`src/rtl/mul_div_sequencer.sv`:
```
// mul_div_sequencer: iterative RV32M multiply/divide unit for the Execute stage.
// Runs one shift-add (multiply) or restoring shift-subtract (divide) step per cycle
// on operand magnitudes, then fixes the sign when the result is written.
// Divide-by-zero and signed-overflow divides skip the iteration entirely.
// Ports:
//   clk, rstN         clock (rising edge) and asynchronous active-low reset
//   start             EX stage holds a valid M op (level)
//   func3             RV32M op select (MUL..REMU)
//   operandA/B        rs1 / rs2 values
//   flush             abort any op in flight
//   stallReq          freeze IF/ID/EX this cycle (combinational)
//   busy              FSM not idle
//   resultValid       result valid this cycle (one pulse)
//   result            registered result, updated on entry to DONE
module mul_div_sequencer #(
   parameter int unsigned XLEN = 32
) (
   input  logic            clk,
   input  logic            rstN,
   input  logic            start,
   input  logic [2:0]      func3,
   input  logic [XLEN-1:0] operandA,
   input  logic [XLEN-1:0] operandB,
   input  logic            flush,
   output logic            stallReq,
   output logic            busy,
   output logic            resultValid,
   output logic [XLEN-1:0] result
);

   localparam int unsigned CNT_W = $clog2(XLEN);
   localparam logic [XLEN-1:0] MIN_NEG = {1'b1, {(XLEN-1){1'b0}}};

   typedef enum logic [1:0] {
      S_IDLE = 2'd0,
      S_CALC = 2'd1,
      S_DONE = 2'd2
   } state_t;

   state_t              r_state;
   state_t              w_state_nxt;
   logic [CNT_W-1:0]    r_cnt;
   logic [2:0]          r_func3;
   logic [XLEN-1:0]     r_mag_a;
   logic [XLEN-1:0]     r_mag_b;
   logic                r_neg_res;
   logic                r_neg_rem;
   logic [2*XLEN-1:0]   r_acc;
   logic [XLEN-1:0]     r_result;

   logic                w_accept;
   logic                w_calc_step;
   logic                w_signed_a;
   logic                w_signed_b;
   logic                w_neg_a;
   logic                w_neg_b;
   logic [XLEN-1:0]     w_mag_a_in;
   logic [XLEN-1:0]     w_mag_b_in;
   logic                w_div_zero;
   logic                w_div_ovf;
   logic                w_special;
   logic [XLEN-1:0]     w_special_val;
   logic [XLEN-1:0]     w_addend;
   logic [XLEN:0]       w_mul_sum;
   logic [2*XLEN-1:0]   w_mul_acc;
   logic [XLEN:0]       w_rem_sh;
   logic [XLEN:0]       w_rem_diff;
   logic [2*XLEN-1:0]   w_div_acc;
   logic [2*XLEN-1:0]   w_acc_step;
   logic [2*XLEN-1:0]   w_prod;
   logic [XLEN-1:0]     w_quot;
   logic [XLEN-1:0]     w_rem;
   logic [XLEN-1:0]     w_final;

   // Operand decode at accept: signedness, magnitudes, fast-path detection
   assign w_signed_a    = func3[2] ? ~func3[0] : (func3[1:0] != 2'b11);
   assign w_signed_b    = func3[2] ? ~func3[0] : ~func3[1];
   assign w_neg_a       = w_signed_a & operandA[XLEN-1];
   assign w_neg_b       = w_signed_b & operandB[XLEN-1];
   assign w_mag_a_in    = w_neg_a ? -operandA : operandA;
   assign w_mag_b_in    = w_neg_b ? -operandB : operandB;
   assign w_div_zero    = (operandB == '0);
   assign w_div_ovf     = ~func3[0] & (operandA == MIN_NEG) & (operandB == '1);
   assign w_special     = func3[2] & (w_div_zero | w_div_ovf);
   assign w_special_val = w_div_zero ? (func3[1] ? operandA : '1)
                                     : (func3[1] ? '0 : MIN_NEG);

   // Multiply step: acc = {partial product high, remaining multiplier bits}
   assign w_addend  = r_acc[0] ? r_mag_a : '0;
   assign w_mul_sum = {1'b0, r_acc[2*XLEN-1:XLEN]} + {1'b0, w_addend};
   assign w_mul_acc = {w_mul_sum, r_acc[XLEN-1:1]};

   // Divide step: acc = {partial remainder, dividend bits shifting into quotient};
   // the borrow bit of the trial subtract decides restore vs. keep
   assign w_rem_sh   = {r_acc[2*XLEN-1:XLEN], r_acc[XLEN-1]};
   assign w_rem_diff = w_rem_sh - {1'b0, r_mag_b};
   assign w_div_acc  = w_rem_diff[XLEN] ? {w_rem_sh[XLEN-1:0], r_acc[XLEN-2:0], 1'b0}
                                        : {w_rem_diff[XLEN-1:0], r_acc[XLEN-2:0], 1'b1};

   assign w_acc_step = r_func3[2] ? w_div_acc : w_mul_acc;

   // Sign fix-up applied to the final step's value as it is written to result
   assign w_prod = r_neg_res ? -w_acc_step : w_acc_step;
   assign w_quot = r_neg_res ? -w_acc_step[XLEN-1:0] : w_acc_step[XLEN-1:0];
   assign w_rem  = r_neg_rem ? -w_acc_step[2*XLEN-1:XLEN] : w_acc_step[2*XLEN-1:XLEN];

   always_comb begin
      w_final = w_prod[2*XLEN-1:XLEN];
      case (r_func3)
         3'b000:         w_final = w_prod[XLEN-1:0];
         3'b100, 3'b101: w_final = w_quot;
         3'b110, 3'b111: w_final = w_rem;
         default:        w_final = w_prod[2*XLEN-1:XLEN];
      endcase
   end

   // State register
   always_ff @(posedge clk or negedge rstN) begin
      if (!rstN) r_state <= S_IDLE;
      else       r_state <= w_state_nxt;
   end

   // Next-state logic; flush overrides everything
   always_comb begin
      w_state_nxt = r_state;
      if (flush) begin
         w_state_nxt = S_IDLE;
      end else begin
         case (r_state)
            S_IDLE:  if (start) w_state_nxt = w_special ? S_DONE : S_CALC;
            S_CALC:  if (r_cnt == '0) w_state_nxt = S_DONE;
            S_DONE:  w_state_nxt = S_IDLE;
            default: w_state_nxt = S_IDLE;
         endcase
      end
   end

   // Output and datapath-control decode
   always_comb begin
      w_accept    = 1'b0;
      w_calc_step = 1'b0;
      stallReq    = 1'b0;
      busy        = (r_state != S_IDLE);
      resultValid = (r_state == S_DONE);
      case (r_state)
         S_IDLE: begin
            w_accept = start & ~flush;
            stallReq = start & ~flush;
         end
         S_CALC: begin
            w_calc_step = ~flush;
            stallReq    = 1'b1;
         end
         default: ;
      endcase
   end

   // Datapath: operand latch at accept, one iteration per CALC cycle
   always_ff @(posedge clk or negedge rstN) begin
      if (!rstN) begin
         r_cnt     <= '0;
         r_func3   <= '0;
         r_mag_a   <= '0;
         r_mag_b   <= '0;
         r_neg_res <= 1'b0;
         r_neg_rem <= 1'b0;
         r_acc     <= '0;
         r_result  <= '0;
      end else if (w_accept) begin
         r_func3   <= func3;
         r_mag_a   <= w_mag_a_in;
         r_mag_b   <= w_mag_b_in;
         r_neg_res <= w_neg_a ^ w_neg_b;
         r_neg_rem <= w_neg_a;
         r_cnt     <= CNT_W'(XLEN-1);
         r_acc     <= func3[2] ? {{XLEN{1'b0}}, w_mag_a_in} : {{XLEN{1'b0}}, w_mag_b_in};
         if (w_special) r_result <= w_special_val;
      end else if (w_calc_step) begin
         r_acc <= w_acc_step;
         r_cnt <= r_cnt - CNT_W'(1);
         if (r_cnt == '0) r_result <= w_final;
      end
   end

   assign result = r_result;

endmodule

```
`config.mk`:
```
export PLATFORM = sky130hd
export DESIGN_NAME = mul_div_sequencer
export DESIGN_NICKNAME = d
export VERILOG_FILES = /design/src/rtl/mul_div_sequencer.sv
export SDC_FILE = /design/constraint.sdc
export NUM_CORES = 1
export LEC_CHECK = 0
export ABC_AREA = 1
export BUFFER_PORTS_ARGS = -buffer_cell sky130_fd_sc_hd__buf_2
export CORE_MARGIN = 10
export CORE_UTILIZATION = 40
export DETAILED_ROUTE_END_ITERATION = 8
export PLACE_DENSITY = 0.65
export SETUP_SLACK_MARGIN = 0.4
export SLEW_MARGIN = 20
export SYNTH_ARGS = -nofsm -noshare
export SYNTH_HDL_FRONTEND = slang
export SYNTH_SLANG_ARGS = --single-unit
```
`constraint.sdc`:
```
create_clock -name clk -period 8.25 [get_ports clk]
set_input_delay 1.65 -clock clk [delete_from_list [all_inputs] [get_ports clk]]
set_output_delay 1.65 -clock clk [all_outputs]
set_load 0.03 [all_outputs]
```
# ---- After elaboration in Yosys (flattened, before gate mapping)
# Cells that the tools add are included.
dict set report totals {
  regBits 172
  elab_cells 82
  out_inout_bits 35
  in_bits 71
}
dict set report classes {
  add_sub_neg 8
  n_mux 31
  n_bitwise 11
  eq_ne 12
  reduce_logical 11
}
# op count
set op_table {}
lappend op_table {{32-bit 2-to-1 mux} 13}
lappend op_table {{64-bit 2-to-1 mux} 5}
lappend op_table {{32-bit negation} 4}
lappend op_table {{32-bit one-hot mux with 3 select lines} 1}
lappend op_table {{32-bit equality test, second input constant} 2}
lappend op_table {{64-bit negation} 1}
lappend op_table {{32-bit by 32-bit adder with 33-bit output} 1}
lappend op_table {{33-bit by 32-bit subtractor with 33-bit output} 1}
lappend op_table {{32-bit logical NOT} 1}
lappend op_table {{3-bit equality test, second input constant} 4}
lappend op_table {{5-bit 2-to-1 mux} 2}
lappend op_table {{2-bit 2-to-1 mux} 4}
lappend op_table {{1-bit bitwise AND} 6}
lappend op_table {{3-bit != test, second input constant} 2}
lappend op_table {{2-bit nonzero test} 3}
lappend op_table {{5-bit logical NOT} 1}
lappend op_table {{5-bit by 1-bit subtractor with 5-bit output, second input constant} 1}
lappend op_table {{1-bit 2-to-1 mux} 4}
lappend op_table {{2-bit one-hot mux with 2 select lines} 1}
lappend op_table {{2-bit OR reduction} 2}
lappend op_table {{3-bit logical NOT} 1}
lappend op_table {{1-bit NOT} 3}
lappend op_table {{3-bit AND reduction} 1}
lappend op_table {{2-bit by 1-bit equality test with 1-bit output, second input constant} 1}
lappend op_table {{8 further kinds} 8}

# ---- Longest topological paths before layout
# Gate-level depths: netlist of run 1.
dict set report logic_depth {
  ltp_word 9
  mapped_depth 38
  mapped_depth_nobuf 37
}

# ---- Worst setup path before layout of run 1
# Ideal clock, no wire load.
dict set report synth_path {
  kind {input to output}
  startpoint {in flush}
  endpoint {out stallReq}
  n_path_buf 3
  arrival_ns 2.881
  path_slack_ns 3.719
  required_ns 6.600
  path_stages 6
  cell_sequence {nor2_1 -> nand3_1 -> clkbuf_1 -> clkbuf_1 -> clkbuf_1 -> nand2_1}
}
dict set report synth_between {
  elab_chain_len 3
}
# element line_no
set synth_rtl {}
lappend synth_rtl {{from (decl)} 24} ;# input logic flush,
lappend synth_rtl {{1-bit NOT} 148} ;# stallReq = start & ~flush;
lappend synth_rtl {{1-bit bitwise AND} 148}
lappend synth_rtl {{1-bit one-hot mux with 2 select lines} 145} ;# case (r_state)
lappend synth_rtl {{to (decl)} 25} ;# output logic stallReq,
# No other way between the ends.

# ---- Final worst setup path of run 1
dict set report layout_path {
  startpoint {reg r_acc[31]}
  endpoint {reg r_result[18], in the netlist result[18]}
}
dict set report layout_between {
  elab_chain_len 9
}
# element line_no
set layout_rtl {}
lappend layout_rtl {{from (decl)} 48} ;# logic [2*XLEN-1:0] r_acc;
lappend layout_rtl {{from (signal assigned)} 176} ;# r_acc <= func3[2] ? {{XLEN{1'b0}}, w_mag_a_in} : {{XLEN{1'b0}}, w_mag_b_in};
lappend layout_rtl {{from (signal assigned)} 179} ;# r_acc <= w_acc_step;
lappend layout_rtl {{33-bit by 32-bit subtractor with 33-bit output} 96} ;# assign w_rem_diff = w_rem_sh - {1'b0, r_mag_b};
lappend layout_rtl {{64-bit 2-to-1 mux} 97} ;# assign w_div_acc = w_rem_diff[XLEN] ? {w_rem_sh[XLEN-1:0], r_acc[XLEN-2:0], 1'b0}
lappend layout_rtl {{64-bit 2-to-1 mux *} 100} ;# assign w_acc_step = r_func3[2] ? w_div_acc : w_mul_acc;
lappend layout_rtl {{64-bit negation (tied with other cells)} 103} ;# assign w_prod = r_neg_res ? -w_acc_step : w_acc_step;
lappend layout_rtl {{64-bit 2-to-1 mux (tied with other cells)} 103}
lappend layout_rtl {{32-bit one-hot mux with 3 select lines *} 109} ;# case (r_func3)
lappend layout_rtl {{32-bit 2-to-1 mux *} 181} ;# if (r_cnt == '0) r_result <= w_final;
lappend layout_rtl {{32-bit 2-to-1 mux *} 178} ;# end else if (w_calc_step) begin
lappend layout_rtl {{32-bit 2-to-1 mux *} 169} ;# end else if (w_accept) begin
lappend layout_rtl {{to (signal assigned)} 177} ;# if (w_special) r_result <= w_special_val;
lappend layout_rtl {{to (signal assigned)} 181}
lappend layout_rtl {{to (decl)} 49} ;# logic [XLEN-1:0] r_result;
# Mark *: on every way between the ends. The rest lies on a longest branch, timed or not. The select of a mux whose other input is x is not followed.
# A chain may end at the register's enable or synchronous reset.

==> results of run 1 <==
==> power by group <==
part	leakage (nW)	internal, mW	switching, mW
Sequential	2.15	1.05	0.267
Clock	0.285	0.438	0.404
Combinational	8.49	1.63	4.38
==> worst max-delay path by stage <==
stage / from / to / cells past startpoint
floorplan: flush / stallReq / 6
global placement: operandB[0] / result[30] / 19
detailed placement: operandB[0] / result[28] / 18
CTS: r_acc[31] / result[18] / 31
global route: r_acc[31] / result[18] / 31
finish: r_acc[31] / result[18] / 31
==> routing by layer <==
| layer | vias to the layer above | share of wire | GRT usage |
|---|---|---|---|
| li1 | 10200 | - | - |
| met1 | 9757 | 0.40 | 0.363 |
| met2 | 1198 | 0.43 | 0.437 |
| met3 | 251 | 0.095 | 0.0602 |
| met4 | 2 | 0.076 | 0.195 |
| met5 | - | 0.000095 | 0 |
==> worst min-delay path, delay by kind of cell (launching register included) <==
family	cells	cell delay, ns
flops	1	0.35
simple gates	2	0.10
==> through the flow <==
step	hold WS, ns	worst slack (ns)	utilization	power (mW)
after floorplan	0.449	3.72	-	5.22
after global placement	0.466	3.43	0.427	7.12
after detailed placement	0.468	3.33	0.427	7.11
after CTS	0.486	3.43	0.439	7.98
after global routing	0.512	2.94	0.439	8.71
final	0.486	3.36	0.439	8.17
==> sequential cells by signal, indices dropped and copies added, names as in the netlist <==
| signal | flops |
|---|---|
| result | 32 |
| r_state | 2 |
| r_func3 | 3 |
| r_acc | 64 |
| r_neg_res | 1 |
| r_mag_a | 32 |
| r_cnt | 5 |
| r_mag_b | 32 |
| r_neg_rem | 1 |
==> layout make-up <==
class                      instances  share of cell area
sequential                       172               0.211
multi-input combinational       2402               0.603
tap                              607              0.0371
inverter                         455              0.0835
clock inverter                    13             0.00734
clock buffer                      19              0.0217
antenna                            1            0.000122
timing repair buffer             133              0.0363
==> cells in the mapped netlist, types with 13 or more instances <==
library cell	count
a21oi_1	144
nand3_1	279
nor2_2	20
buf_2	16
o22ai_1	38
nand4_1	34
nor2_4	13
nand2_1	953
nand2_2	36
clkbuf_1	71
nor2_1	257
dfrtp_1	172
xor2_1	84
o21ai_1	20
or2_2	31
nor3_1	36
o21ai_0	208
ha_1	71
inv_1	440
==> cell families after synthesis <==
group                    after synthesis  synth area share
AO/OA/AOI/OAI                        516             0.158
XOR/XNOR                              96            0.0446
adder cells (fa/ha/maj)               73            0.0492
buffers and inverters                563             0.118
flip-flops                           172             0.228
AND/OR/NAND/NOR                     1717             0.401
==> metrics.yaml, run 1 <==
outcome: "complete, no violations"
first_pass_iters: 8
required_ns: 8.63
fin_tns_setup_ns: 0
reg2reg_depth: 31
clockBufferDepth: 2
antenna_found_initial: 2
arrival_ns: 5.27
synth_flop_cell: "dfrtp_1"
initialDrtViolationCount: 2922
place_inst: 3769
setup.worst_path.start_class: "flop"
synth_cell_types: 64
via_per_inst: 5.63
postLayoutCellArea_um2: 20500
drive_gt1_frac: 0.104
mostFrequentLayoutCell: "nand2_1"
tightest_slew_ns: 1.13
cts_resized: 0
grt_pass1_wl_mm: 124
skew_ns: 0.0162
synth-seq-cells: 172
route.vias.total: 21400
min_path_cells: 2
cp_max_fo: 11
syn_nets: 3281
netlist_instances: 3137
post_cts_buffers: 0
syn2layout_area_growth_pct: 8.51
hold_viol_final: 0
first_global_vias: 19800
final_net_count: 3325
slew-limit-headroom: 0.247
synthTopCellsByArea: "dfrtp_1, nand2_1, inv_1"
hp-class: "reg2reg"
crit_family: "simple AND/OR/NAND/NOR gates"
htree_levels: 4
fillers: 5061
wl_per_cell_um: 22.1
crit_top_cell: "nand3_1"
clkTransAtPathRegs_ns: 0.08
ioPinCount: 106
multi_input_area_um2: 12300
rows: 79
numCtsBuffers: 17
register_area_um2: 4310
vdd_drop_max_mv: 0.217
ys_warn_count: 0
synth_top_area_cell: "dfrtp_1"
crit_buf_inv: 3
ys_async_sr_fraction: 1.00
start_util: 0.405
min-delay-start: "r_mag_a[8]"
die_h_um: 237
drv_cap: 0
instances_no_fill: 3802
finalSetupViolations: 0
routed_wl_mm: 84.2
synth_top_area_frac: 0.228
cts-root-buf: "clkbuf_16"
reg2reg_to: "result[18]"
finalWeightedCongestion: 1.04
synth_edf_count: 0
min_period_over_period: 0.593
syn_avg_cell_area_um2: 6.01
dp_hpwl_mm: 67.7
grt_max_degree: 98
rsz0062_at_grt: "no"
setup.worst_path.end_class: "flop"
clock.fmax_ghz: 0.204
ff2ff_setup_slack_ns: 3.36
finalMaxSlewViolations: 0
numClockSinks: 172
critical_path_class: "reg2reg"
period_minus_slack_ns: 4.89
coreArea_um2: 46600
netlist_area_um2: 18900
p_leak_nw: 10.9
drc: 0
p_per_area_nw_per_um2: 399
layout_common_cells: "nand2_1, inv_1, nand3_1"
grt_overflow: 0
dpl_cell_area_um2: 19900
tritoncts: "built"
io_buffer_count: 105
slowest_stage: "fa_1"
antenna_left: 0
cts_hold_buf: 0
r2r-start: "r_acc[31]"
clk_latency_ns: 0.47
worstHoldEndpoint: "r_mag_a[8]"
die_w_um: 237
grt.total_usage: 0.288
yosysSeqAreaShare: 0.228
cpPeakStageDelay_ns: 0.40
die_area_um2: 56200
Power figures use the tool's default switching activity.
==> run 2: changes to the inputs <==
==> constraint.sdc (replaced) <==
create_clock -name clk -period 5.08 [get_ports clk]
set_input_delay 1.016 -clock clk [delete_from_list [all_inputs] [get_ports clk]]
set_output_delay 1.016 -clock clk [all_outputs]
set_load 0.03 [all_outputs]
==> run 2 against run 1 <==
Compared with the run above:
- via count rose by 1.3%
- worst setup slack lost 2.7 ns
- sequential share of layout area down 0.35 points
- first-iteration DRC count up 3.3%
- final cell count grew 0.92%
- clock skew down 0.0019 ns
==> metrics.yaml, run 2 (synthesized netlist as in run 1, its figures left out) <==
outcome: "complete, no violations"  # unchanged
finalSetupViolations: 0  # unchanged
die_h_um: 237  # unchanged
wl_per_cell_um: 22.4  # was 22.1 um
numClockSinks: 172  # unchanged
numCtsBuffers: 17  # unchanged
top_register: "r_acc"  # unchanged
total_power_mw: 13.4  # was 8.17 mW
layout_common_cells: "nand2_1, inv_1, nand3_1"  # unchanged
setup.worst_path.end_class: "flop"  # unchanged
cts_hold_buf: 0  # unchanged
drc: 0  # unchanged
tightest_slew_ns: 1.15  # was 1.13 ns
hold_viol_final: 0  # unchanged
p_per_area_nw_per_um2: 643  # was 399 nW/um2
ff2ff_setup_slack_ns: 0.62  # was 3.36 ns
grt_overflow: 0  # unchanged
crit_family: "simple AND/OR/NAND/NOR gates"  # unchanged
period_minus_slack_ns: 4.46  # was 4.89 ns
instances_no_fill: 3837  # was 3802
clockBufferDepth: 2  # unchanged
die_area_um2: 56200  # unchanged
postLayoutCellArea_um2: 20800  # was 20500 um2
crit_end: "result[2]"  # was result[18]
final_net_count: 3361  # was 3325
die_w_um: 237  # unchanged
crit_start: "r_acc[31]"  # unchanged
clk_latency_ns: 0.49  # was 0.47 ns
first_global_vias: 20100  # was 19800
dpl_cell_area_um2: 20100  # was 19900 um2
antenna_found_initial: 2  # unchanged
reg2reg_depth: 31  # unchanged
htree_levels: 4  # unchanged
drv_cap: 0  # unchanged
grt.total_usage: 0.295  # was 0.288
cts-root-buf: "clkbuf_16"  # unchanged
vdd_drop_max_mv: 0.336  # was 0.217 mV
start_util: 0.405  # unchanged
fin_tns_setup_ns: 0  # unchanged
mostFrequentLayoutCell: "nand2_1"  # unchanged
reg2reg_to: "result[2]"  # was result[18]
clock.fmax_ghz: 0.224  # was 0.204 GHz
cp_max_fo: 7  # was 11
critical_path_class: "reg2reg"  # unchanged
route.vias.total: 21700  # was 21400
coreArea_um2: 46600  # unchanged
r2r-start: "r_acc[31]"  # unchanged
drive_gt1_frac: 0.117  # was 0.104
setup.worst_path.start_class: "flop"  # unchanged
syn2layout_area_growth_pct: 10.4  # was 8.51%
io_buffer_count: 105  # unchanged
slowest_stage: "dfrtp_1"  # was fa_1
required_ns: 5.45  # was 8.63 ns
grt_max_degree: 88  # was 98
finalMaxSlewViolations: 0  # unchanged
hp-class: "reg2reg"  # unchanged
rows: 79  # unchanged
skew_ns: 0.0143  # was 0.0162 ns
finalWeightedCongestion: 1.05  # was 1.04
worst-path-stages: 31  # unchanged
first_pass_iters: 8  # unchanged
p_leak_nw: 11.1  # was 10.9 nW
initialDrtViolationCount: 3017  # was 2922
ioPinCount: 106  # unchanged
crit_buf_inv: 4  # was 3
dp_slack_ns: 0.402  # was 3.33 ns
routed_wl_mm: 85.8  # was 84.2 mm
rsz0062_at_grt: "no"  # unchanged
tritoncts: "built"  # unchanged
min_period_over_period: 0.878  # was 0.593
place_inst: 3794  # was 3769
clkTransAtPathRegs_ns: 0.07  # was 0.08 ns
grt_pass1_wl_mm: 126  # was 124 mm
arrival_ns: 4.83  # was 5.27 ns
dp_hpwl_mm: 69.6  # was 67.7 mm
antenna_left: 0  # unchanged
fin_ws_ns: 0.619  # was 3.36 ns
largest_register_ffs: 64  # unchanged
cpPeakStageDelay_ns: 0.39  # was 0.40 ns
via_per_inst: 5.65  # was 5.63
slew-limit-headroom: 0.231  # was 0.247
[run 2: worst min path at each step]
stage | startpoint | endpoint | slack, ns | cells past startpoint
3_3_place_gp | r_mag_a[19] | r_mag_a[19] | 0.47 | 2
6_report | r_mag_b[3] | r_mag_b[3] | 0.49 | 2
2_1_floorplan | r_mag_a[30] | r_mag_a[30] | 0.45 | 2
3_5_place_dp | r_mag_a[30] | r_mag_a[30] | 0.47 | 2
4_1_cts | r_mag_a[13] | r_mag_a[13] | 0.49 | 2
5_1_grt | r_mag_a[13] | r_mag_a[13] | 0.50 | 2
[run 2: layout make-up]
cell class              count  area [um2]
multi-input cells        2402       12400
diodes                      1        2.50
repair buffers            169        1020
fillers                  5119       25700
flip-flops and latches    172        4310
well taps                 607         759
inverters                 455        1710
clock inverters            11         114
clock buffers              20         437
[run 2: power breakdown]
| group | internal [mW] | switching [mW] |
|---|---|---|
| clock network | 0.680 | 0.640 |
| registers | 1.70 | 0.362 |
| logic | 2.84 | 7.14 |
[run 2: through the flow]
step / hold WS (ns) / utilization
final: 0.486 / 0.447
after global routing: 0.502 / 0.447
after CTS: 0.486 / 0.443
after detailed placement: 0.468 / 0.431
after global placement: 0.465 / 0.431
after floorplan: 0.449 / -
[run 2: metal layers]
| layer | global-route usage | vias to the layer above | share of wire |
|---|---|---|---|
| li1 | - | 10300 | - |
| met3 | 0.0661 | 189 | 0.095 |
| met5 | 0 | - | 0.00015 |
| met2 | 0.467 | 1190 | 0.45 |
| met1 | 0.379 | 10000 | 0.41 |
| met4 | 0.128 | 2 | 0.046 |
[run 2: worst reg2reg max path, delay by kind of cell (launching register included)]
kind / cells / cell delay [ns]
AND/OR/NAND/NOR: 20 / 2.17
adder cells (fa/ha/maj): 3 / 0.66
AO/OA/AOI/OAI: 3 / 0.61
flip-flops: 1 / 0.39
buffers and inverters: 4 / 0.34
XOR/XNOR: 1 / 0.14
[run 2: timing repair]
action | in CTS | in global routing
cloned | 0 | 0
resized for setup | 1 | 20
pin swaps | 1 | 13
endpoints found under the setup margin | 2 | 16
buffers inserted | 0 | 11
